$ cat src/rtl/tx_kick_pkg.sv
// Shared types and helpers for the tx kick sequencer.
package tx_kick_pkg;

  typedef enum logic [1:0] {
    StIdle = 2'd0,
    StKick = 2'd1,
    StWait = 2'd2,
    StGap  = 2'd3
  } state_e;

  localparam logic ModeCont    = 1'b0;
  localparam logic ModeCounted = 1'b1;

  // Bits needed to hold the longest of the three intervals the timer is shared between.
  function automatic int unsigned cnt_width(int unsigned pulse_len, int unsigned gap_cycles,
                                            int unsigned timeout);
    int unsigned m;
    m = pulse_len;
    if (gap_cycles > m) m = gap_cycles;
    if (timeout > m) m = timeout;
    return unsigned'($clog2(m + 1));
  endfunction

endpackage

$ cat src/rtl/tx_kick_timer.sv
// Loadable down-counter shared by the pulse, gap and watchdog intervals.
module tx_kick_timer #(
  parameter int unsigned Width = 4
) (
  input  logic             clk,
  input  logic             rst,
  input  logic             load_i,
  input  logic [Width-1:0] load_val_i,
  input  logic             en_i,
  output logic             zero_o
);

  logic [Width-1:0] cnt_q;

  always_ff @(posedge clk or posedge rst) begin
    if (rst) begin
      cnt_q <= '0;
    end else if (load_i) begin
      cnt_q <= load_val_i;
    end else if (en_i && (cnt_q != '0)) begin
      cnt_q <= cnt_q - 1'b1;
    end
  end

  assign zero_o = (cnt_q == '0);

endmodule

$ cat src/rtl/tx_kick_seq.sv
// Issues fixed-width itx kicks and waits for tx_done, in continuous or counted runs,
// with an optional inter-kick gap and a completion watchdog.
module tx_kick_seq
  import tx_kick_pkg::*;
#(
  parameter int unsigned PULSE_LEN  = 3,
  parameter int unsigned GAP_CYCLES = 0,
  parameter int unsigned TIMEOUT    = 1024,
  parameter int unsigned CNT_W      = 16
) (
  input  logic             clk,
  input  logic             rst,
  input  logic             enable_i,
  input  logic             mode_i,
  input  logic             start_i,
  input  logic [CNT_W-1:0] num_tx_i,
  input  logic             tx_done_i,
  output logic             itx_o,
  output logic             busy_o,
  output logic [CNT_W-1:0] tx_count_o,
  output logic             done_o,
  output logic             timeout_err_o
);

  localparam int unsigned TmrW = cnt_width(PULSE_LEN, GAP_CYCLES, TIMEOUT);
  localparam logic [TmrW-1:0] PulseVal = TmrW'(PULSE_LEN - 1);
  localparam logic [TmrW-1:0] GapVal   = (GAP_CYCLES > 0) ? TmrW'(GAP_CYCLES - 1) : '0;
  localparam logic [TmrW-1:0] WaitVal  = (TIMEOUT > 0) ? TmrW'(TIMEOUT - 1) : '0;

  state_e           state_q, state_d;
  logic             itx_q, itx_d;
  logic             busy_q, busy_d;
  logic             done_q, done_d;
  logic             terr_q, terr_d;
  logic             latch_q, latch_d;
  logic             mode_q, mode_d;
  logic [CNT_W-1:0] count_q, count_d;
  logic [CNT_W-1:0] num_q, num_d;

  logic             tmr_load;
  logic [TmrW-1:0]  tmr_val;
  logic             tmr_zero;

  tx_kick_timer #(
    .Width(TmrW)
  ) u_timer (
    .clk       (clk),
    .rst       (rst),
    .load_i    (tmr_load),
    .load_val_i(tmr_val),
    .en_i      (~tmr_load),
    .zero_o    (tmr_zero)
  );

  always_comb begin
    state_d  = state_q;
    itx_d    = 1'b0;
    done_d   = 1'b0;
    terr_d   = terr_q;
    latch_d  = latch_q;
    mode_d   = mode_q;
    count_d  = count_q;
    num_d    = num_q;
    tmr_load = 1'b0;
    tmr_val  = '0;

    unique case (state_q)
      StIdle: begin
        latch_d = 1'b0;
        if (enable_i && (mode_i == ModeCont)) begin
          mode_d   = ModeCont;
          state_d  = StKick;
          itx_d    = 1'b1;
          tmr_load = 1'b1;
          tmr_val  = PulseVal;
        end else if (enable_i && (mode_i == ModeCounted) && start_i) begin
          mode_d  = ModeCounted;
          num_d   = num_tx_i;
          count_d = '0;
          terr_d  = 1'b0;
          if (num_tx_i == '0) begin
            done_d = 1'b1;
          end else begin
            state_d  = StKick;
            itx_d    = 1'b1;
            tmr_load = 1'b1;
            tmr_val  = PulseVal;
          end
        end
      end

      StKick: begin
        itx_d = 1'b1;
        // An early tx_done is held so WAIT can complete on its first cycle.
        if (tx_done_i) latch_d = 1'b1;
        if (tmr_zero) begin
          itx_d    = 1'b0;
          state_d  = StWait;
          tmr_load = 1'b1;
          tmr_val  = WaitVal;
        end
      end

      StWait: begin
        if (tx_done_i || latch_q) begin
          latch_d = 1'b0;
          count_d = count_q + 1'b1;
          if ((mode_q == ModeCounted) && (count_d == num_q)) begin
            state_d = StIdle;
            done_d  = 1'b1;
          end else if (!enable_i) begin
            state_d = StIdle;
          end else if (GAP_CYCLES > 0) begin
            state_d  = StGap;
            tmr_load = 1'b1;
            tmr_val  = GapVal;
          end else begin
            state_d  = StKick;
            itx_d    = 1'b1;
            tmr_load = 1'b1;
            tmr_val  = PulseVal;
          end
        end else if ((TIMEOUT != 0) && tmr_zero) begin
          terr_d  = 1'b1;
          state_d = StIdle;
        end
      end

      StGap: begin
        if (tmr_zero) begin
          if (enable_i) begin
            state_d  = StKick;
            itx_d    = 1'b1;
            tmr_load = 1'b1;
            tmr_val  = PulseVal;
          end else begin
            state_d = StIdle;
          end
        end
      end

      default: state_d = StIdle;
    endcase

    busy_d = (state_d != StIdle);
  end

  always_ff @(posedge clk or posedge rst) begin
    if (rst) begin
      state_q <= StIdle;
      itx_q   <= 1'b0;
      busy_q  <= 1'b0;
      done_q  <= 1'b0;
      terr_q  <= 1'b0;
      latch_q <= 1'b0;
      mode_q  <= ModeCont;
      count_q <= '0;
      num_q   <= '0;
    end else begin
      state_q <= state_d;
      itx_q   <= itx_d;
      busy_q  <= busy_d;
      done_q  <= done_d;
      terr_q  <= terr_d;
      latch_q <= latch_d;
      mode_q  <= mode_d;
      count_q <= count_d;
      num_q   <= num_d;
    end
  end

  assign itx_o         = itx_q;
  assign busy_o        = busy_q;
  assign done_o        = done_q;
  assign timeout_err_o = terr_q;
  assign tx_count_o    = count_q;

endmodule

$ cat config.mk
export PLATFORM = sky130hd
export DESIGN_NAME = tx_kick_seq
export DESIGN_NICKNAME = d
export VERILOG_FILES = /design/src/rtl/tx_kick_pkg.sv /design/src/rtl/tx_kick_timer.sv /design/src/rtl/tx_kick_seq.sv
export SDC_FILE = /design/constraint.sdc
export NUM_CORES = 1
export LEC_CHECK = 0
export CORE_ASPECT_RATIO = 0.8
export CORE_UTILIZATION = 61
export CTS_BUF_LIST = sky130_fd_sc_hd__clkbuf_4
export CTS_CLUSTER_SIZE = 40
export DETAILED_ROUTE_END_ITERATION = 10
export PLACE_DENSITY = 0.88
export SYNTH_ARGS = -nofsm -noshare
export SYNTH_HDL_FRONTEND = slang
export SYNTH_SLANG_ARGS = --single-unit
$ cat constraint.sdc
create_clock -name clk -period 5.05 [get_ports clk]
set_clock_uncertainty 0.05 [all_clocks]
set_input_delay 1.01 -clock clk [delete_from_list [all_inputs] [get_ports clk]]
set_output_delay 1.01 -clock clk [all_outputs]
set_load 0.01 [all_outputs]
==> reports/results.txt, run 1 <==
Post-synth top flop: dfrtp_1
Die X: 78.88 um
Net switching power: 483.3 uW
Antenna violations before repair: 0
Worst Hold Class: reg -> reg
Syn Std Cell Area: 2884 sq um
Area grow syn2layout: 16.83%
Met3 Resource Use GR: 4.348%
Effective utilization at floorplan: 66.12%
CTS tree: built
Worst setup SP type: input port
DRC viols: 0
Layout cells sized above 1: 12.38%
Critical path peak fanout: 14
Tcrit/Tclk final: 61.92%
Post-synth top area share: 44.25%
Final Power: 1438 uW
Post-route cell area: 3369 sq um
XOR/XNOR share of the synthesized area: 10.54%
Post-cts hold buffer count: 0
Number of diodes: 0
Adder-Cell Fraction of Synth Area: 0.8677%
Post-synthesis register bit count: 51
Mapped Nets: 306
RSZ-0062 raised after global routing: no
Row cnt: 21
Clk root buf: clkbuf_4
Sequential-to-total area share from yosys stat: 44.25%
Final cell count without fillers: 372
Total Negative Setup Slacks: 0 ns
Post-synthesis instance total: 282
Final GP Congestion: 0.8571
Clock network fraction of design power: 15.6%
Grt total ovfl: 0
Die ar.: 5009 sq um
Synth Area in Compound Gates: 12.54%
Die Span Y: 63.50 um
GR Util met1: 41.81%
CTS-repair resized insts: 0
Max-cap violations: 0
Status: completed
Clock-pin slew on the worst setup and hold paths: 0.14 ns
Relative slew slack: 20.41%
Placed Area: 3294 sq um
Final min period: 3.127 ns
Multiplexer area fraction after synthesis: 6.594%
H-tree Lvls: 2
DP Wirelength: 4.497 mm
Maximum clock rate: 0.3198 GHz
Peak supply drop: 0.2741 mV
Logic pwr share: 37.2%
Seq pwr share: 47.2%
Post-synth EDFFs: 0
Vias: 2301
Global-route wire length before repair: 10.29 mm
Global route hottest layer: met1
Setup Buffers After CTS: 0
Via density: 6.185
Top post-synthesis cells by area: dfrtp_1 (44%), xnor2_1 (6.4%), mux2_2 (6.2%)
Pins Over Slew Limit: 0
Simple-gate share of the synthesized area: 21.69%
Final Net Count: 339
Worst-Margin Slew: 1.188 ns
Post-synth ARST share: 100.0%
Worst Path Required: 5.30 ns
Crit end category: register
Largest net degree at the start of global routing: 52
Clock sink count: 51
PwrDens: 426.9 nW/um^2
Post-Syn Area per Cell: 10.23 sq um
Clock buffer depth: 2
Antenna-violating nets left: 0
Later-pin clock latency in the skew report: 0.36 ns
Main combinational cell family by area after synthesis: simple AND/OR/NAND/NOR gates
Vias in the first global route: 2111
Net Sw Frac: 33.60%
Final hold viol count: 0
I/O Buffers: 41
GRT Total Usage: 26.70%
Num CTS Buffers: 5
Yosys warning total: 0
Dpl cells: 365
CP arrival: 3.37 ns
Grt met2 use: 38.59%
DR WL/cell: 16.18 um
Final setup fails: 0
Io pins: 42
Core region area: 4362 sq um
Leakage: 0.001444 uW
Netlist cell types: 53
Setup Crit Path Kind: in -> reg
Pre-antenna DRT Iters: 4
Yosys top cell by area: dfrtp_1
P_int: 955.1 uW
Final wirelength: 6.018 mm
Drt first-iter violations: 204
Utilization after layout: 77.25%
==> worst paths after layout <==
| check | startpoint | endpoint | slack [ns] | cells past startpoint |
|---|---|---|---|---|
| hold reg to reg | timeout_err_o$_DFFE_PP0P_ | timeout_err_o$_DFFE_PP0P_ | 0.46 | 1 |
| hold / removal | timeout_err_o$_DFFE_PP0P_ | timeout_err_o$_DFFE_PP0P_ | 0.46 | 1 |
| min in group asynchronous | rst | num_q[9]$_DFFE_PP0P_ | 1.15 | 2 |
| max in group asynchronous | rst | tx_count_o[6]$_DFFE_PP0P_ | 3.18 | 2 |
| setup / recovery | num_tx_i[0] | u_timer.cnt_q[9]$_DFFE_PP0P_ | 1.92 | 5 |
| setup reg to reg | tx_count_o[3]$_DFFE_PP0P_ | u_timer.cnt_q[9]$_DFFE_PP0P_ | 2.05 | 7 |
==> stage by stage <==
stage / hold WS [ns] / setup slack [ns]
finish: 0.4558 / 1.923
global route: 0.4867 / 1.746
CTS: 0.4635 / 1.908
detailed placement: 0.4337 / 1.654
global placement: 0.4261 / 1.722
floorplan: 0.4121 / 2.521
==> per-layer routing <==
metal | wire [um] | vias up
li1 | - | 1105
met1 | 3012 | 1113
met2 | 2629 | 76
met3 | 318 | 7
met4 | 57 | 0
met5 | 0 | -
==> layout by cell type (no fill, tap or decap), types with 4 or more instances in the layout <==
master and instances:
a21oi_1 4, a31oi_1 4, a41o_1 5, clkbuf_4 6
clkdlybuf4s50_1 41, dfrtp_1 51, mux2_2 16, nand2_1 24
nand3_1 13, nand4_1 6, nor2_1 18, nor2b_1 4
nor3b_1 4, nor4_1 8, o21ai_0 19, o31ai_1 6
xnor2_1 21, xor2_1 11
==> Yosys cell counts, types with 4 or more instances <==
cell type	number
nor4_1	8
dfrtp_1	51
xor2_1	11
a31oi_1	4
clkbuf_1	9
xnor2_1	21
mux2_2	16
nand3_1	13
a21oi_1	4
nand4_1	6
a41o_1	5
nor2b_1	4
nand2_1	24
o21ai_0	19
o31ai_1	6
inv_1	4
nor2_1	18
nor3b_1	4
==> power groups by stage <==
stage	clock network [uW]	registers (uW)	logic, uW
6_report	225	679	534
5_1_grt	248	697	593
4_1_cts	230	676	536
3_5_place_dp	0	686	533
3_3_place_gp	0	678	515
2_1_floorplan	0	633	435
==> critical path, cell delays in order <==
cell and delay, ns:
clkdlybuf4s50_1 0.42, nor4_1 0.42, nand4_1 0.25, a31oi_1 0.94
a41o_2 0.33
==> layout make-up <==
type                       count  area [sq um]
timing repair buffer          43         425.4
clock inverter                 1         30.03
clock buffer                   6         45.04
sequential                    51          1276
tap                           57         71.32
multi-input combinational    210          1506
fill                         315         992.2
inverter                       4         15.01
==> kinds of logic (layout without fill, tap and decap cells) <==
group	after synthesis	count (layout)
simple gates	105	105
compound gates	53	53
flops	51	51
xor+xnor	33	33
buf+inv	21	54
mux	17	17
fa+ha+maj	2	2
==> registers in the layout (all words and copies together), names as in the netlist <==
| name | count |
|---|---|
| itx_o | 1 |
| mode_q | 1 |
| num_q | 16 |
| u_timer.cnt_q | 11 |
| latch_q | 1 |
| state_q | 2 |
| tx_count_o | 16 |
| busy_o | 1 |
| timeout_err_o | 1 |
| done_o | 1 |
Power figures use the tool's default switching activity.
==> run 2, diff against run 1 <==
CORE_UTILIZATION = 51   (was 61)
PLACE_DENSITY = 0.79   (was 0.88)
clock period = 2.6 ns   (was 5.05 ns; I/O delays follow)
==> run 2 against run 1 <==
Against the previous run: the flow now finishes with violations (design-rule violations); core utilization down 10 points; die area up 19%; flip-flop and latch count did not move; critical path depth increased by 2; non-clock buffer count up 32; final area is 8.4% higher; final cell count is 15% higher; hold slack worse by 0.046 ns; critical path type is now reg -> reg; critical endpoint is now u_timer.cnt_q[7]$_DFFE_PP0P_.
==> reports/results.txt, run 2 (synthesis results as in run 1) <==
Utilization after layout: 67.17%
Most frequent cells in the layout: dfrtp_1 (48), clkdlybuf4s50_1 (41), buf_4 (34), nand2_1 (24), xnor2_1 (21)
Later-pin clock latency in the skew report: 0.36 ns
Number of diodes: 0
Final GP Congestion: 0.9122
Effective utilization at floorplan: 53.06%
P_int: 1841 uW
Crit path from: tx_count_o[7]$_DFFE_PP0P_
Maximum clock rate: 0.3977 GHz
Met3 Resource Use GR: 4.167%
Global-route wire length before repair: 11.45 mm
Peak supply drop: 0.3989 mV
Final hold viol count: 0
GRT Total Usage: 24.78%
Critical path peak fanout: 14
PwrDens: 775.6 nW/um^2
Core region area: 5435 sq um
Net switching power: 990.1 uW
CTS tree: built
Row cnt: 24
Worst reg2reg path startpoint: tx_count_o[7]$_DFFE_PP0P_
Pre-antenna DRT Iters: 7
GR Util met1: 37.88%
Clock network fraction of design power: 12.7%
Worst r2r path cells: 7
Net Sw Frac: 34.97%
Num CTS Buffers: 5
Most common cell after layout, fill and taps aside: dfrtp_1
Worst setup SP type: register
Crit end category: register
Die X: 86.08 um
I/O Buffers: 41
Io pins: 42
Failing checks: design-rule violations
Final Power: 2832 uW
Post-cts hold buffer count: 0
Clock buffer depth: 2
Worst Hold Margin: 0.4094 ns
Worst setup path endpoint: u_timer.cnt_q[7]$_DFFE_PP0P_
R2R Setup Slk: 0.09 ns
H-tree Lvls: 2
Leakage: 0.001593 uW
Via density: 5.629
Tcrit/Tclk final: 96.70%
Drt first-iter violations: 285
Layout cells sized above 1: 22.13%
DP Wirelength: 5.146 mm
Relative slew slack: 67.59%
CP arrival: 2.78 ns
Die Span Y: 69.26 um
Seq pwr share: 46.0%
Grt met2 use: 36.51%
Die ar.: 5962 sq um
Clk root buf: clkbuf_4
Final setup fails: 0
Logic pwr share: 41.3%
Area grow syn2layout: 26.59%
Global route hottest layer: met1
Worst-Margin Slew: 0.4862 ns
Antenna-violating nets left: 0
Status: finished with violations
Clock-pin slew on the worst setup and hold paths: 0.14 ns
DRC viols: 1
Final Net Count: 371
RSZ-0062 raised after global routing: yes
Final wirelength: 6.733 mm
Critical R2R Capture: u_timer.cnt_q[7]$_DFFE_PP0P_
Worst Path Required: 2.87 ns
DR WL/cell: 15.81 um
Antenna violations before repair: 0
Clock sink count: 51
Vias in the first global route: 2343
Vias: 2398
Grt total ovfl: 0
Largest net degree at the start of global routing: 26
Max-cap violations: 0
Setup Crit Path Kind: reg -> reg
Worst Hold Class: in -> async
Pins Over Slew Limit: 0
Final min period: 2.514 ns
[run 2: changes by cell type in the layout (fill, tap and decap cells not counted), sizes merged]
cell,delta
bufinv,-1
buf,+32
clkinv,+2
[run 2: routing by layer]
layer / part of all wire (%) / vias up / wire length [um]
li1: - / 1158 / -
met4: 0.88 / 0 / 59
met2: 45 / 79 / 3007
met3: 5.9 / 5 / 394
met5: 0 / - / 0
met1: 49 / 1156 / 3272
[run 2: critical path: stages (launching register included)]
cell and delay [ns]:
dfrtp_1 0.48, xnor2_1 0.29, xnor2_1 0.17, or3b_1 0.37, a211o_1 0.29, or4_4 0.44, nand3_4 0.17, a41o_2 0.22
[run 2: power by group through the flow]
| stage | sequential (uW) | combinational, uW | clock [uW] |
|---|---|---|---|
| floorplan | 1230 | 846 | 0 |
| global placement | 1290 | 1100 | 0 |
| detailed placement | 1310 | 1140 | 0 |
| CTS | 1290 | 1150 | 369 |
| global route | 1330 | 1310 | 396 |
| finish | 1300 | 1170 | 359 |
[run 2: metrics by stage]
step	cells	area [sq um]	setup TNS, ns	worst slack [ns]
after floorplan	282	2884	0	0.07116
after global placement	417	3553	0	0.05638
after detailed placement	417	3553	-0.1060	-0.03197
after CTS	425	3621	0	0.06163
after global routing	426	3651	-0.05894	-0.01725
final	426	3651	0	0.08581
[run 2: how the worst min path moves through the flow]
stage                   startpoint                           end  slack, ns
6_report                       rst          num_q[1]$_DFFE_PP0P_       0.41
5_1_grt                        rst          num_q[2]$_DFFE_PP0P_       0.45
4_1_cts                        rst  u_timer.cnt_q[7]$_DFFE_PP0P_       0.42
3_5_place_dp   latch_q$_DFFE_PP0P_           latch_q$_DFFE_PP0P_       0.44
3_3_place_gp   latch_q$_DFFE_PP0P_           latch_q$_DFFE_PP0P_       0.42
2_1_floorplan   mode_q$_DFFE_PP0P_            mode_q$_DFFE_PP0P_       0.41
[run 2: final cells by class]
type                            count  area [sq um]
Clock buffer                        6         45.04
Clock inverter                      2         12.51
Fill cell                         423          1784
Inverter                            4         15.01
Multi-Input combinational cell    210          1535
Sequential cell                    51          1280
Tap cell                           78         97.59
Timing Repair Buffer               75         665.6
[run 2: timing repair]
action / CTS / global route
resized for setup: 2 / 6
pin swaps: 0 / 2
endpoints found under the setup margin: 12 / 14
setup buffers: 0 / 1
